**src/rtl/ps_tx_scheduler.sv**
```systemverilog
// ps_tx_scheduler: round-robin word scheduler feeding a shared WORD_W-bit serializer
// Ports: clk, reset (async, active-high); tx_en gates arbitration; req_valid/req_data per requester;
// req_ready one-hot accept strobe (comb); ps_data/ps_load/grant_id/idle_flag registered word outputs;
// slot_cnt bit-slot index within the current word.
module ps_tx_scheduler #(
  parameter int NUM_REQ = 4,
  parameter int WORD_W = 10,
  parameter logic [WORD_W-1:0] IDLE_SYMBOL = 10'b0011111010,
  parameter int CNT_W = 4,
  parameter int ID_W = 2
) (
  input  logic                      clk,
  input  logic                      reset,
  input  logic                      tx_en,
  input  logic [NUM_REQ-1:0]        req_valid,
  input  logic [NUM_REQ*WORD_W-1:0] req_data,
  output logic [NUM_REQ-1:0]        req_ready,
  output logic [WORD_W-1:0]         ps_data,
  output logic                      ps_load,
  output logic [ID_W-1:0]           grant_id,
  output logic                      idle_flag,
  output logic [CNT_W-1:0]          slot_cnt
);
  logic [CNT_W-1:0]  r_slot;
  logic [WORD_W-1:0] r_data;
  logic              r_load;
  logic [ID_W-1:0]   r_gid;
  logic [ID_W-1:0]   r_last;
  logic              r_idle;
  logic              w_boundary;
  logic              w_found;
  logic              w_go;
  logic [ID_W-1:0]   w_win;
  logic [ID_W:0]     w_idx;
  logic [WORD_W-1:0] w_word;
  assign w_boundary = r_slot == CNT_W'(WORD_W - 1);
  assign w_go = tx_en & w_found;
  // Search starts one past the last winner; the extra index bit absorbs the wrap before the modulo fold.
  always_comb begin
    w_found = 1'b0;
    w_win = '0;
    w_idx = '0;
    for (int k = 1; k <= NUM_REQ; k++) begin
      w_idx = {1'b0, r_last} + (ID_W+1)'(k);
      w_idx = (w_idx >= (ID_W+1)'(NUM_REQ)) ? w_idx - (ID_W+1)'(NUM_REQ) : w_idx;
      if (!w_found && req_valid[w_idx[ID_W-1:0]]) begin
        w_found = 1'b1;
        w_win = w_idx[ID_W-1:0];
      end
    end
  end
  // Only slices below NUM_REQ are reachable, so unused upper slices can never be selected.
  always_comb begin
    w_word = IDLE_SYMBOL;
    for (int i = 0; i < NUM_REQ; i++)
      w_word = (w_win == ID_W'(i)) ? req_data[i*WORD_W +: WORD_W] : w_word;
  end
  assign req_ready = (w_boundary && w_go && !reset) ? NUM_REQ'(1) << w_win : '0;
  always_ff @(posedge clk or posedge reset)
    if (reset) begin
      r_slot <= '0;
      r_data <= IDLE_SYMBOL;
      r_load <= 1'b0;
      r_gid  <= '0;
      r_last <= ID_W'(NUM_REQ - 1);
      r_idle <= 1'b1;
    end else begin
      r_slot <= w_boundary ? '0 : r_slot + CNT_W'(1);
      r_load <= w_boundary;
      if (w_boundary) begin
        r_data <= w_go ? w_word : IDLE_SYMBOL;
        r_idle <= !w_go;
        if (w_go) begin
          r_gid  <= w_win;
          r_last <= w_win;
        end
      end
    end
  assign ps_data = r_data;
  assign ps_load = r_load;
  assign grant_id = r_gid;
  assign idle_flag = r_idle;
  assign slot_cnt = r_slot;
endmodule
```
**config.mk**
```make
export PLATFORM = sky130hd
export DESIGN_NAME = ps_tx_scheduler
export DESIGN_NICKNAME = d
export VERILOG_FILES = /design/src/rtl/ps_tx_scheduler.sv
export SDC_FILE = /design/constraint.sdc
export NUM_CORES = 1
export LEC_CHECK = 0
export BUFFER_PORTS_ARGS = -buffer_cell sky130_fd_sc_hd__buf_2
export CAP_MARGIN = 20
export CORE_MARGIN = 5
export CORE_UTILIZATION = 44
export DETAILED_ROUTE_END_ITERATION = 10
export PLACE_DENSITY_LB_ADDON = 0.1
export SYNTH_ARGS = -nofsm -noshare
export SYNTH_HDL_FRONTEND = slang
export SYNTH_SLANG_ARGS = --single-unit
```
**constraint.sdc**
```tcl
create_clock -name clk -period 1.8 [get_ports clk]
set_input_delay 0.18 -clock clk [delete_from_list [all_inputs] [get_ports clk]]
set_output_delay 0.18 -clock clk [all_outputs]
set_load 0.01 [all_outputs]
```
Word level (Yosys, flattened, before mapping)
Index checks and enable logic that the tools add are counted.
W data, S select, Z words.

cells by class
  add/subtract/negate cells = 9
  order comparisons = 8
  equal/unequal tests = 4
  shift-type cells = 1
  mux-type cells = 27
  bitwise operators = 1
  reduce and logical (&&, ||, !) cells = 12

operators with widths
  cell                   number
  $mux W10               5
  $mux W2                8
  $ge A3 B3 Y1 const B   4
  $lt A2 B3 Y1 const B   4
  $bmux W1 S2            4
  $mux W1                8
  $mux W4                2
  $sub A2 B1 Y2 const B  4
  $add A2 B2 Y3 const B  2
  $logic_and A1 B1 Y1    5
  $logic_not A1 Y1       5
  $add A4 B1 Y4 const B  1
  $eq A2 B2 Y1 const B   2
  $eq A4 B4 Y1 const B   1
  $shl A1 B2 Y4 const A  1
  $add A2 B1 Y3 const B  1
  $add A2 B3 Y3 const B  1
  $eq A2 B1 Y1 const B   1
  $logic_not A2 Y1       1
  $reduce_and A2 Y1      1
  $and A1 B1 Y1          1

word-level totals
  bits in registers = 20
  input port bits = 47
  output and inout bits = 22
  logic and storage cells = 68

Longest topological paths before layout
Gate-level depths: netlist (run 1).

  depth in word-level cells = 21
  depth in mapped cells = 7
  gate-level depth less buffers = 6

Worst setup path after synthesis (run 1)
Ideal clock, no wire load.

  kind = register to output
  start point = register r_last[0]
  end point = output port req_ready[0]
  arrival time = 1.563 ns
  data required time = 1.620 ns
  path slack = 0.057 ns
  stages on the path, launching flop included = 6
  buffers on the path = 1
  cells stage by stage = dfstp_2 > and2b_4 > o21ai_2 > o211ai_4 > buf_12 > nor4_1

between the ends
  cells in the longest elaborated chain, start to end = 19
  elaborated cells between the ends (all ways) = 43
  those cells by class = add/sub (8); order compare (4); shift (1); mux (21); bitwise (1); reduce/logical (8)

RTL lines
  item                                           line  text
  from (decl)                                    28    logic [ID_W-1:0] r_last;
  from (signal assigned)                         65    r_last <= ID_W'(NUM_REQ - 1);
  from (signal assigned)                         75    r_last <= w_win;
  $add A2 B1 Y3                                  44    w_idx = {1'b0, r_last} + (ID_W+1)'(k);
  $ge A3 B3 Y1 or $sub A2 B1 Y2 (tied branches)  45    w_idx = (w_idx >= (ID_W+1)'(NUM_REQ)) ? w_idx - (ID_W+1)'(NUM_REQ) : w_idx;
  $mux W2                                        45
  $bmux W1 S2                                    46    if (!w_found && req_valid[w_idx[ID_W-1:0]]) begin
  $mux W1 (implied by the code)                  46
  $mux W1                                        46
  $logic_not A1 Y1                               46
  $logic_and A1 B1 Y1                            46
  (+2 left out)                                  --
  $logic_and A1 B1 Y1                            46
  $mux W1                                        46
  $logic_not A1 Y1                               46
  $logic_and A1 B1 Y1                            46
  $mux W1                                        46
  $and A1 B1 Y1                                  37    assign w_go = tx_en & w_found;
  $logic_and A1 B1 Y1 (2 in a row)               58    assign req_ready = (w_boundary && w_go && !reset) ? NUM_REQ'(1) << w_win : '0;
  $mux W4 (*)                                    58
  to (decl)                                      17    output logic [NUM_REQ-1:0] req_ready,

Mark *: on every way between the ends. The rest lies on a longest branch, timed or not. The select of a mux whose other input is x is not followed.

Final worst setup path (run 1)
Same ends and word-level chain as after synthesis.

==> results.sh, run 1 <==
export IMPL_clkTransAtPathRegs_ns=0.14
export IMPL_synth_area_leaders="dfrtp_1 (21%), dfstp_2 (18%), mux2i_1 (7.8%)"
export IMPL_status="finished with violations"
export IMPL_die_h_um=64.2
export IMPL_final_antenna_net_count=0
export IMPL_crit_start="r_last[0]$_DFFE_PP1N_"
export IMPL_postSynthAreaPerCell_um2=9.93
export IMPL_clk_latency_ns=0.32
export IMPL_hold_viol=0
export IMPL_cts_path_max_buffers=2
export IMPL_p_leak_uw=0.000959
export IMPL_fin_cells=247
export IMPL_syn_nets=177
export IMPL_viasPerCell=5.47
export IMPL_cp_end_kind="output port"
export IMPL_clock_fmax_mhz=510
export IMPL_post_route_period_util_pct=109
export IMPL_wire_per_inst_um=15.9
export IMPL_drt_wl_total_um=3930
export IMPL_grt_max_degree=14
export IMPL_crit_arrival_ns=1.78
export IMPL_start_util_pct=46.4
export IMPL_synth_top_area_share_pct=21.3
export IMPL_n_antenna_cell=0
export IMPL_synthCells=130
export IMPL_synth_top_cell_by_area="dfrtp_1"
export IMPL_start_kind="flop"
export IMPL_postPlaceCellArea_mm2=0.00165
export IMPL_required_ns=1.62
export IMPL_met3_length_um=368
export IMPL_grt_pass1_wl_um=6440
export IMPL_numCtsBuffers=3
export IMPL_ctsHtreeMaxLevel=1
export IMPL_slew_headroom_pct=66.4
export IMPL_synth_warnings=0
export IMPL_setup_slack_ns=-0.160
export IMPL_cts_tree="yes"
export IMPL_drive_gt1_share_pct=60.6
export IMPL_p_per_area_mw_per_mm2=765
export IMPL_wirelength_met1_um=1530
export IMPL_layout_nets=264
export IMPL_synth_edf_count=0
export IMPL_cap_violations=0
export IMPL_rsz0062_at_grt="true"
export IMPL_syn_to_final_growth_pct=50.3
export IMPL_rows=19
export IMPL_max_vdd_ir_drop_v=0.000508
export IMPL_yosys_most_used_dff="dfrtp_1"
export IMPL_grt_usage_pct=19.4
export IMPL_failed_checks="negative setup slack"
export IMPL_synth_async_reset_ratio_pct=100
export IMPL_core_mm2=0.00278
export IMPL_antenna_found_initial=0
export IMPL_overflow=0
export IMPL_tns_ns=-0.980
export IMPL_syn_cell_area_mm2=0.00129
export IMPL_drc=0
export IMPL_r2r_start="r_last[0]$_DFFE_PP1N_"
export IMPL_clkSinkCount=20
export IMPL_first_iter_violations=44
export IMPL_seq_area_frac_synth_pct=39.6
export IMPL_synth_most_common_cell="nor2_1"
export IMPL_post_dp_hpwl_um=2770
export IMPL_die_x_um=64.2
export IMPL_synth_distinct_cells=39
export IMPL_synthTopCellsByCount="nor2_1 (13), dfrtp_1 (11), mux2i_1 (10)"
export IMPL_drt_first_pass_iters=4
export IMPL_root_buffer="clkbuf_4"
export IMPL_finalSetupViolCount=13
export IMPL_die_area_mm2=0.00412
export IMPL_port_buffers=68
export IMPL_grt_pass1_vias=1427
export IMPL_dpl_cell_count=227
export IMPL_top_layer="met4"
export IMPL_worstHoldStart="req_data[24]"
export IMPL_ys_seq_elements=20
export IMPL_wl_met2_um=1990
export IMPL_critical_path_max_fanout=4
export IMPL_drv_slew=0
export IMPL_fin_area_mm2=0.00194
export IMPL_fin_skew_ns=0.0128
export IMPL_hold_path_class="primary input to flop"
export IMPL_worstMarginPinSlew_ns=0.503
export IMPL_place_congestion=0.887
export IMPL_timing_final_crit_period_ns=1.96
export IMPL_io_pins=69
export IMPL_worst_setup_path_type="flop to output port"
export IMPL_vias=1350
[metrics by stage]
stage	utilization, %	hold WS, ns	worst slack (ns)	power (uW)
2_1_floorplan	-	0.137	0.0569	835
3_3_place_gp	59.5	0.255	0.107	949
3_5_place_dp	59.5	0.261	0.0569	959
4_1_cts	66.9	0.151	-0.116	1440
5_1_grt	69.8	0.160	-0.204	1570
6_report	69.8	0.155	-0.160	1480
[placed cells by master (no fill, tap or decap), types with 3 or more instances in the layout]
cell type / n
inv_1: 4
o21ai_0: 3
buf_2: 68
clkbuf_4: 3
or2_1: 3
buf_4: 19
a21oi_1: 3
a22oi_1: 4
mux2i_1: 10
o221ai_1: 3
or2_0: 3
nand2_1: 8
nor2_1: 13
mux2_2: 3
o22ai_1: 4
dfrtp_1: 10
a221oi_1: 5
dfstp_2: 9
[area by class of cell]
type,instances,area [um2]
Clock buffer,3,22.5
Clock inverter,1,30.0
Fill cell,213,841
Inverter,5,18.8
Multi-Input combinational cell,97,802
Sequential cell,20,513
Tap cell,31,38.8
Timing Repair Buffer,90,515
[kinds of logic (layout without fill, tap and decap cells)]
| family | count (synthesis) | in the layout | share of synthesized area (%) |
|---|---|---|---|
| AOI/OAI and AO/OA | 38 | 38 | 23.0 |
| xor gates and xnor gates | 1 | 1 | 0.678 |
| buffers and inverters | 13 | 99 | 6.20 |
| DFF | 20 | 20 | 39.6 |
| muxes | 13 | 13 | 10.4 |
| and+or+nand+nor | 45 | 45 | 20.2 |
[sequential cells by signal, summed over array words and instances (netlist names)]
name,count
slot_cnt,4
grant_id,2
ps_load,1
ps_data,10
r_last,2
idle_flag,1
[critical path: stages (launching register included)]
cell and delay (ns):
dfstp_2 0.57, and2b_4 0.20, or2_4 0.24, a21oi_4 0.23, nor4_1 0.07, buf_2 0.14
[metal layers]
layer | global-route usage [%] | up-vias
met5 | 0 | -
met4 | 5.85 | 0
met3 | 6.13 | 5
met2 | 34.2 | 60
met1 | 22.3 | 630
li1 | - | 655
[what timing repair did]
item / in CTS / in global routing
endpoints found under the hold margin: 8 / 0
pin swaps: 5 / 3
hold buffers: 1 / 0
buffers inserted: 12 / 3
setup endpoints to repair: 5 / 14
resized for setup: 11 / 11
[where the power goes]
| part | switching (uW) | internal [uW] |
|---|---|---|
| logic | 277 | 304 |
| registers | 22.2 | 496 |
| clock network | 160 | 225 |
[final timing paths]
check	slack, ns	to	cells past startpoint
min in group asynchronous	0.48	grant_id[0]$_DFFE_PP0N_	3
hold / removal	0.16	ps_data[4]$_DFFE_PP1P_	3
setup / recovery	-0.16	req_ready[0]	5
hold reg to reg	0.52	grant_id[0]$_DFFE_PP0N_	1
setup reg to reg	-0.10	ps_data[8]$_DFFE_PP0P_	8
max in group asynchronous	0.70	ps_data[7]$_DFFE_PP1P_	4
(Power assumes the default switching activity.)
==> run 2: changes to the inputs <==
--- a/config.mk
+++ b/config.mk
@@ -7,9 +7,11 @@
 export LEC_CHECK = 0
 export BUFFER_PORTS_ARGS = -buffer_cell sky130_fd_sc_hd__buf_2
 export CAP_MARGIN = 20
+export CORE_ASPECT_RATIO = 2
 export CORE_MARGIN = 5
 export CORE_UTILIZATION = 44
 export DETAILED_ROUTE_END_ITERATION = 10
+export HOLD_SLACK_MARGIN = 0.08
 export PLACE_DENSITY_LB_ADDON = 0.1
 export SYNTH_ARGS = -nofsm -noshare
 export SYNTH_HDL_FRONTEND = slang
==> run 2 against run 1 <==
Compared with the run above: the run still ends with negative setup slack left; worst setup slack improved by 0.056 ns; critical path depth did not move; utilization fell by 8.6 points; cell area fell by 8.3%; cell count fell by 5.7%; sequential power barely moved; largest cell class unchanged.
==> results.sh, run 2 (synthesized netlist as in run 1, its figures left out) <==
export IMPL_layout_nets=251
export IMPL_failed_checks="negative setup slack"
export IMPL_wire_per_inst_um=16.8
export IMPL_syn_to_final_growth_pct=37.8
export IMPL_tns_ns=-0.395
export IMPL_drt_first_pass_iters=4
export IMPL_grt_pass1_wl_um=6270
export IMPL_grt_usage_pct=18.4
export IMPL_overflow=0
export IMPL_max_vdd_ir_drop_v=0.000652
export IMPL_hold_ws_ns=0.113
export IMPL_largest_register_ffs=10
export IMPL_die_x_um=48.3
export IMPL_cp_end_kind="output port"
export IMPL_p_per_area_mw_per_mm2=753
export IMPL_worst_setup_path_type="flop to output port"
export IMPL_setup_slack_ns=-0.105
export IMPL_final_antenna_net_count=0
export IMPL_ff_latch_area_um2=513
export IMPL_drv_slew=0
export IMPL_drt_wl_total_um=3910
export IMPL_start_util_pct=44.4
export IMPL_slew_headroom_pct=47.3
export IMPL_p_leak_uw=0.000876
export IMPL_timing_final_crit_period_ns=1.90
export IMPL_grt_pass1_vias=1441
export IMPL_fin_skew_ns=0.00569
export IMPL_clk_latency_ns=0.26
export IMPL_required_ns=1.62
export IMPL_io_pins=69
export IMPL_cts_tree="yes"
export IMPL_root_buffer="clkbuf_8"
export IMPL_n_antenna_cell=0
export IMPL_viasPerCell=5.70
export IMPL_place_congestion=1.02
export IMPL_status="finished with violations"
export IMPL_drive_gt1_share_pct=56.2
export IMPL_cap_violations=0
export IMPL_nFillCells=255
export IMPL_clkSinkCount=20
export IMPL_final_common_cell="buf_2"
export IMPL_hold_path_class="primary input to async pin"
export IMPL_multi_input_area_um2=747
export IMPL_r2r_slack_ns=0.08
export IMPL_crit_arrival_ns=1.72
export IMPL_post_route_period_util_pct=106
export IMPL_clkTransAtPathRegs_ns=0.08
export IMPL_rows=28
export IMPL_grt_max_degree=21
export IMPL_first_iter_violations=30
export IMPL_rsz0062_at_grt="true"
export IMPL_post_dp_hpwl_um=3050
export IMPL_cts_path_max_buffers=2
export IMPL_port_buffers=68
export IMPL_hold_viol=0
export IMPL_finalSetupViolCount=4
export IMPL_mostFrequentLayoutCells="buf_2 (68), nor2_1 (13), mux2i_1 (10), dfrtp_1 (10)"
export IMPL_drc=0
export IMPL_antenna_found_initial=0
export IMPL_vias=1329
export IMPL_core_mm2=0.00291
export IMPL_start_kind="flop"
export IMPL_clock_fmax_mhz=525
export IMPL_ctsHtreeMaxLevel=1
export IMPL_worstMarginPinSlew_ns=0.790
export IMPL_die_area_mm2=0.00418
export IMPL_die_h_um=86.6
export IMPL_numCtsBuffers=3
export IMPL_cts_hold_buf=0
export IMPL_critical_path_max_fanout=6
-- run 2: cell types whose count changed in the layout (fill, tap and decap cells not counted), moves of 2 or more --
cell      before  now
o22ai_2        2    0
o21ai_4        2    0
o21ai_2        1    3
buf_6          2    0
o22ai_1        4    6
clkbuf_4       3    0
clkbuf_8       0    4
nor3_1         0    2
nor3_2         2    0
buf_4         19    9
-- run 2: cell type report --
cell class	instances	share of cell area, %
sequential	20	28.8
inverter	5	1.05
tap	30	2.11
timing repair buffer	77	22.9
multi-input combinational	97	42.0
clock buffer	4	3.09
-- run 2: path summary, 6_finish.rpt --
check,startpoint,endpoint,cells after the start
setup / recovery,r_last[0]$_DFFE_PP1N_,req_ready[0],5
hold / removal,reset,ps_data[2]$_DFFE_PP0P_,2
setup reg to reg,r_last[0]$_DFFE_PP1N_,ps_data[0]$_DFFE_PP0P_,6
hold reg to reg,idle_flag$_DFFE_PP1P_,idle_flag$_DFFE_PP1P_,2
max in group asynchronous,reset,slot_cnt[2]$_DFF_PP0_,2
min in group clk,req_data[27],ps_data[7]$_DFFE_PP1P_,3
-- run 2: layer usage --
metal	global-route usage (%)	vias to the layer above	part of all wire [%]
met3	3.27	12	5.3
met5	0	-	0
li1	-	625	-
met4	8.82	0	2.7
met1	20.0	634	36
met2	33.3	58	56
-- run 2: per-stage QoR --
stage	power [uW]	setup slack, ns	std cells	util, %	area, um2
after global routing	1420	-0.152	233	61.2	1780
final	1340	-0.105	233	61.2	1780
after global placement	949	0.139	227	57.1	1660
after detailed placement	963	0.0826	227	57.1	1660
after CTS	1340	-0.107	233	60.8	1770
after floorplan	835	0.0569	130	-	1290
-- run 2: timing repair --
item,in CTS,in global routing
setup endpoints to repair,4,7
gates resized for setup,8,4
buffers inserted,2,0
-- run 2: worst max-delay path, cell delays in order, from the launching register on --
cell,delay (ns)
dfstp_2,0.57
and2b_4,0.21
o21ai_2,0.18
o211ai_4,0.14
nor4_2,0.19
buf_2,0.18
-- run 2: power by group --
group          leakage [uW]  internal [uW]  switching, uW
registers          0.000234            496           23.9
clock network     0.0000288            195            150
logic              0.000613            232            244
total              0.000876            923            417
==> run 3: changes to the inputs <==
==> constraint.sdc (replaced) <==
create_clock -name clk -period 1.8 [get_ports clk]
set_input_delay 0.09 -clock clk [delete_from_list [all_inputs] [get_ports clk]]
set_output_delay 0.09 -clock clk [all_outputs]
set_load 0.01 [all_outputs]
==> run 3 against run 2 <==
Compared with the run above: the run now ends clean; clock power is 2% lower; worst setup slack gained 0.14 ns; cell area is 2.8% higher; sequential power about the same; first-iteration DRC count down 27%; wire length down 7.0%; fmax up 7.8%; non-clock buffer count rose by 4; combinational power rose by 4.2%; via count down 2.3%; global-route usage decreased by 1.5 points; cell count rose by 1.7%; highest routed layer unchanged.
==> results.sh, run 3 (synthesized netlist as in run 1, its figures left out) <==
export IMPL_largest_register_ffs=10
export IMPL_grt_pass1_wl_um=5860
export IMPL_mostFrequentLayoutCells="buf_2 (68), nor2_1 (13), buf_4 (12)"
export IMPL_drv_slew=0
export IMPL_drc=0
export IMPL_clkTransAtPathRegs_ns=0.07
export IMPL_p_per_area_mw_per_mm2=738
export IMPL_reg2regPathDepth=6
export IMPL_hold_depth=3
export IMPL_r2r_end="ps_data[9]$_DFFE_PP0P_"
export IMPL_worstMarginPinSlew_ns=0.751
export IMPL_slowest_delay_ns=0.55
export IMPL_grt_max_degree=21
export IMPL_die_h_um=86.6
export IMPL_nFillCells=273
export IMPL_hold_viol=0
export IMPL_syn_to_final_growth_pct=41.7
export IMPL_fin_skew_ns=0.00474
export IMPL_slowest_stage="dfstp_2"
export IMPL_dpl_cell_count=225
export IMPL_start_kind="flop"
export IMPL_post_dp_hpwl_um=2830
export IMPL_max_vdd_ir_drop_v=0.000540
export IMPL_timing_final_crit_period_ns=1.77
export IMPL_finalSetupViolCount=0
export IMPL_p_leak_uw=0.000897
export IMPL_numCtsBuffers=3
export IMPL_viasPerCell=5.48
export IMPL_clock_fmax_mhz=566
export IMPL_postLayoutCoreUtil_pct=62.9
export IMPL_final_antenna_net_count=0
export IMPL_critical_path_max_fanout=5
export IMPL_ff_latch_area_um2=513
export IMPL_die_area_mm2=0.00418
export IMPL_drt_first_pass_iters=4
export IMPL_clkSinkCount=20
export IMPL_die_x_um=48.3
export IMPL_r2r_slack_ns=0.09
export IMPL_antenna_found_initial=0
export IMPL_post_route_period_util_pct=98.2
export IMPL_rows=28
export IMPL_hold_path_class="primary input to flop"
export IMPL_multi_input_area_um2=762
export IMPL_cts_path_max_buffers=2
export IMPL_required_ns=1.71
export IMPL_overflow=0
export IMPL_io_pins=69
export IMPL_tns_ns=0
export IMPL_grt_pass1_vias=1367
export IMPL_final_common_cell="buf_2"
export IMPL_wire_per_inst_um=15.3
export IMPL_cap_violations=0
export IMPL_path_buf_inv=1
export IMPL_crit_arrival_ns=1.68
export IMPL_ctsHtreeMaxLevel=1
export IMPL_vias=1299
export IMPL_r2r_start="r_last[0]$_DFFE_PP1N_"
export IMPL_path_delay_family="simple AND/OR/NAND/NOR gates"
export IMPL_root_buffer="clkbuf_8"
export IMPL_worst_setup_path_type="flop to output port"
export IMPL_status="complete, no violations"
export IMPL_cp_end_kind="output port"
export IMPL_slew_headroom_pct=49.9
export IMPL_drt_wl_total_um=3640
export IMPL_start_util_pct=44.4
export IMPL_place_congestion=0.853
export IMPL_worstHoldStart="req_data[5]"
export IMPL_core_mm2=0.00291
export IMPL_cp_cell_sequence="and2b_4 -> o21ai_2 -> nand3_1 -> nor3_2 -> buf_2"
export IMPL_grt_usage_pct=16.9
export IMPL_fin_cells=237
export IMPL_hold_ws_ns=0.139
export IMPL_first_iter_violations=22
export IMPL_layout_nets=255
export IMPL_drive_gt1_share_pct=56.0
export IMPL_n_antenna_cell=0
export IMPL_port_buffers=68
export IMPL_hold_end="ps_data[5]$_DFFE_PP1P_"
export IMPL_clk_latency_ns=0.25
export IMPL_cts_tree="yes"
[run 3: changes by cell type in the layout (fill, tap and decap cells not counted), sizes merged]
cell / change
buf: +3
dlygate4sd3: +1
[run 3: timing repair]
| item | CTS | global route |
|---|---|---|
| hold endpoints to repair | 11 | 0 |
| pin swaps | 2 | 2 |
| setup endpoints to repair | 2 | 4 |
| gates resized for setup | 6 | 7 |
| setup buffers | 4 | 4 |
| hold buffers | 1 | 0 |
[run 3: layout make-up]
type                            instances  area share, %
Timing Repair Buffer                   81           24.1
Sequential cell                        20           28.0
Inverter                                5           1.16
Multi-Input combinational cell         97           41.7
Tap cell                               30           2.05
Clock buffer                            4           3.01
[run 3: worst min-delay path, delay by kind of cell]
kind / cells / cell delay, ns
multiplexers: 1 / 0.11
AO/OA/AOI/OAI: 1 / 0.10
buffers and inverters: 1 / 0.09
[run 3: worst max-delay path by stage]
| stage | startpoint | end | slack, ns | depth (start not counted) |
|---|---|---|---|---|
| global placement | r_last[0]$_DFFE_PP1N_ | req_ready[1] | 0.09 | 5 |
| CTS | r_last[0]$_DFFE_PP1N_ | req_ready[1] | 0.02 | 5 |
| floorplan | r_last[0]$_DFFE_PP1N_ | req_ready[0] | 0.15 | 5 |
| global route | r_last[0]$_DFFE_PP1N_ | req_ready[2] | -0.04 | 5 |
| detailed placement | r_last[0]$_DFFE_PP1N_ | req_ready[1] | 0.05 | 5 |
| finish | r_last[0]$_DFFE_PP1N_ | req_ready[2] | 0.03 | 5 |
[run 3: stage by stage]
stage	total power, uW	worst slack (ns)	cell area, um2
2_1_floorplan	835	0.147	1290
3_3_place_gp	942	0.0917	1650
3_5_place_dp	950	0.0518	1650
4_1_cts	1330	0.0210	1770
5_1_grt	1430	-0.0396	1830
6_report	1350	0.0331	1830
[run 3: power breakdown]
group	internal, uW	total (uW)	leakage [uW]	switching (uW)
Sequential	496	518	0.000234	22.2
Combinational	251	496	0.000634	245
Clock	194	337	0.0000288	142
[run 3: routing by layer]
metal | track usage [%] | vias up | part of all wire (%) | wire [um]
met3 | 4.30 | 6 | 5.9 | 214
met2 | 31.7 | 38 | 56 | 2030
met5 | 0 | - | 0 | 0
met1 | 17.4 | 623 | 36 | 1320
li1 | - | 632 | - | -
met4 | 6.05 | 0 | 1.9 | 68
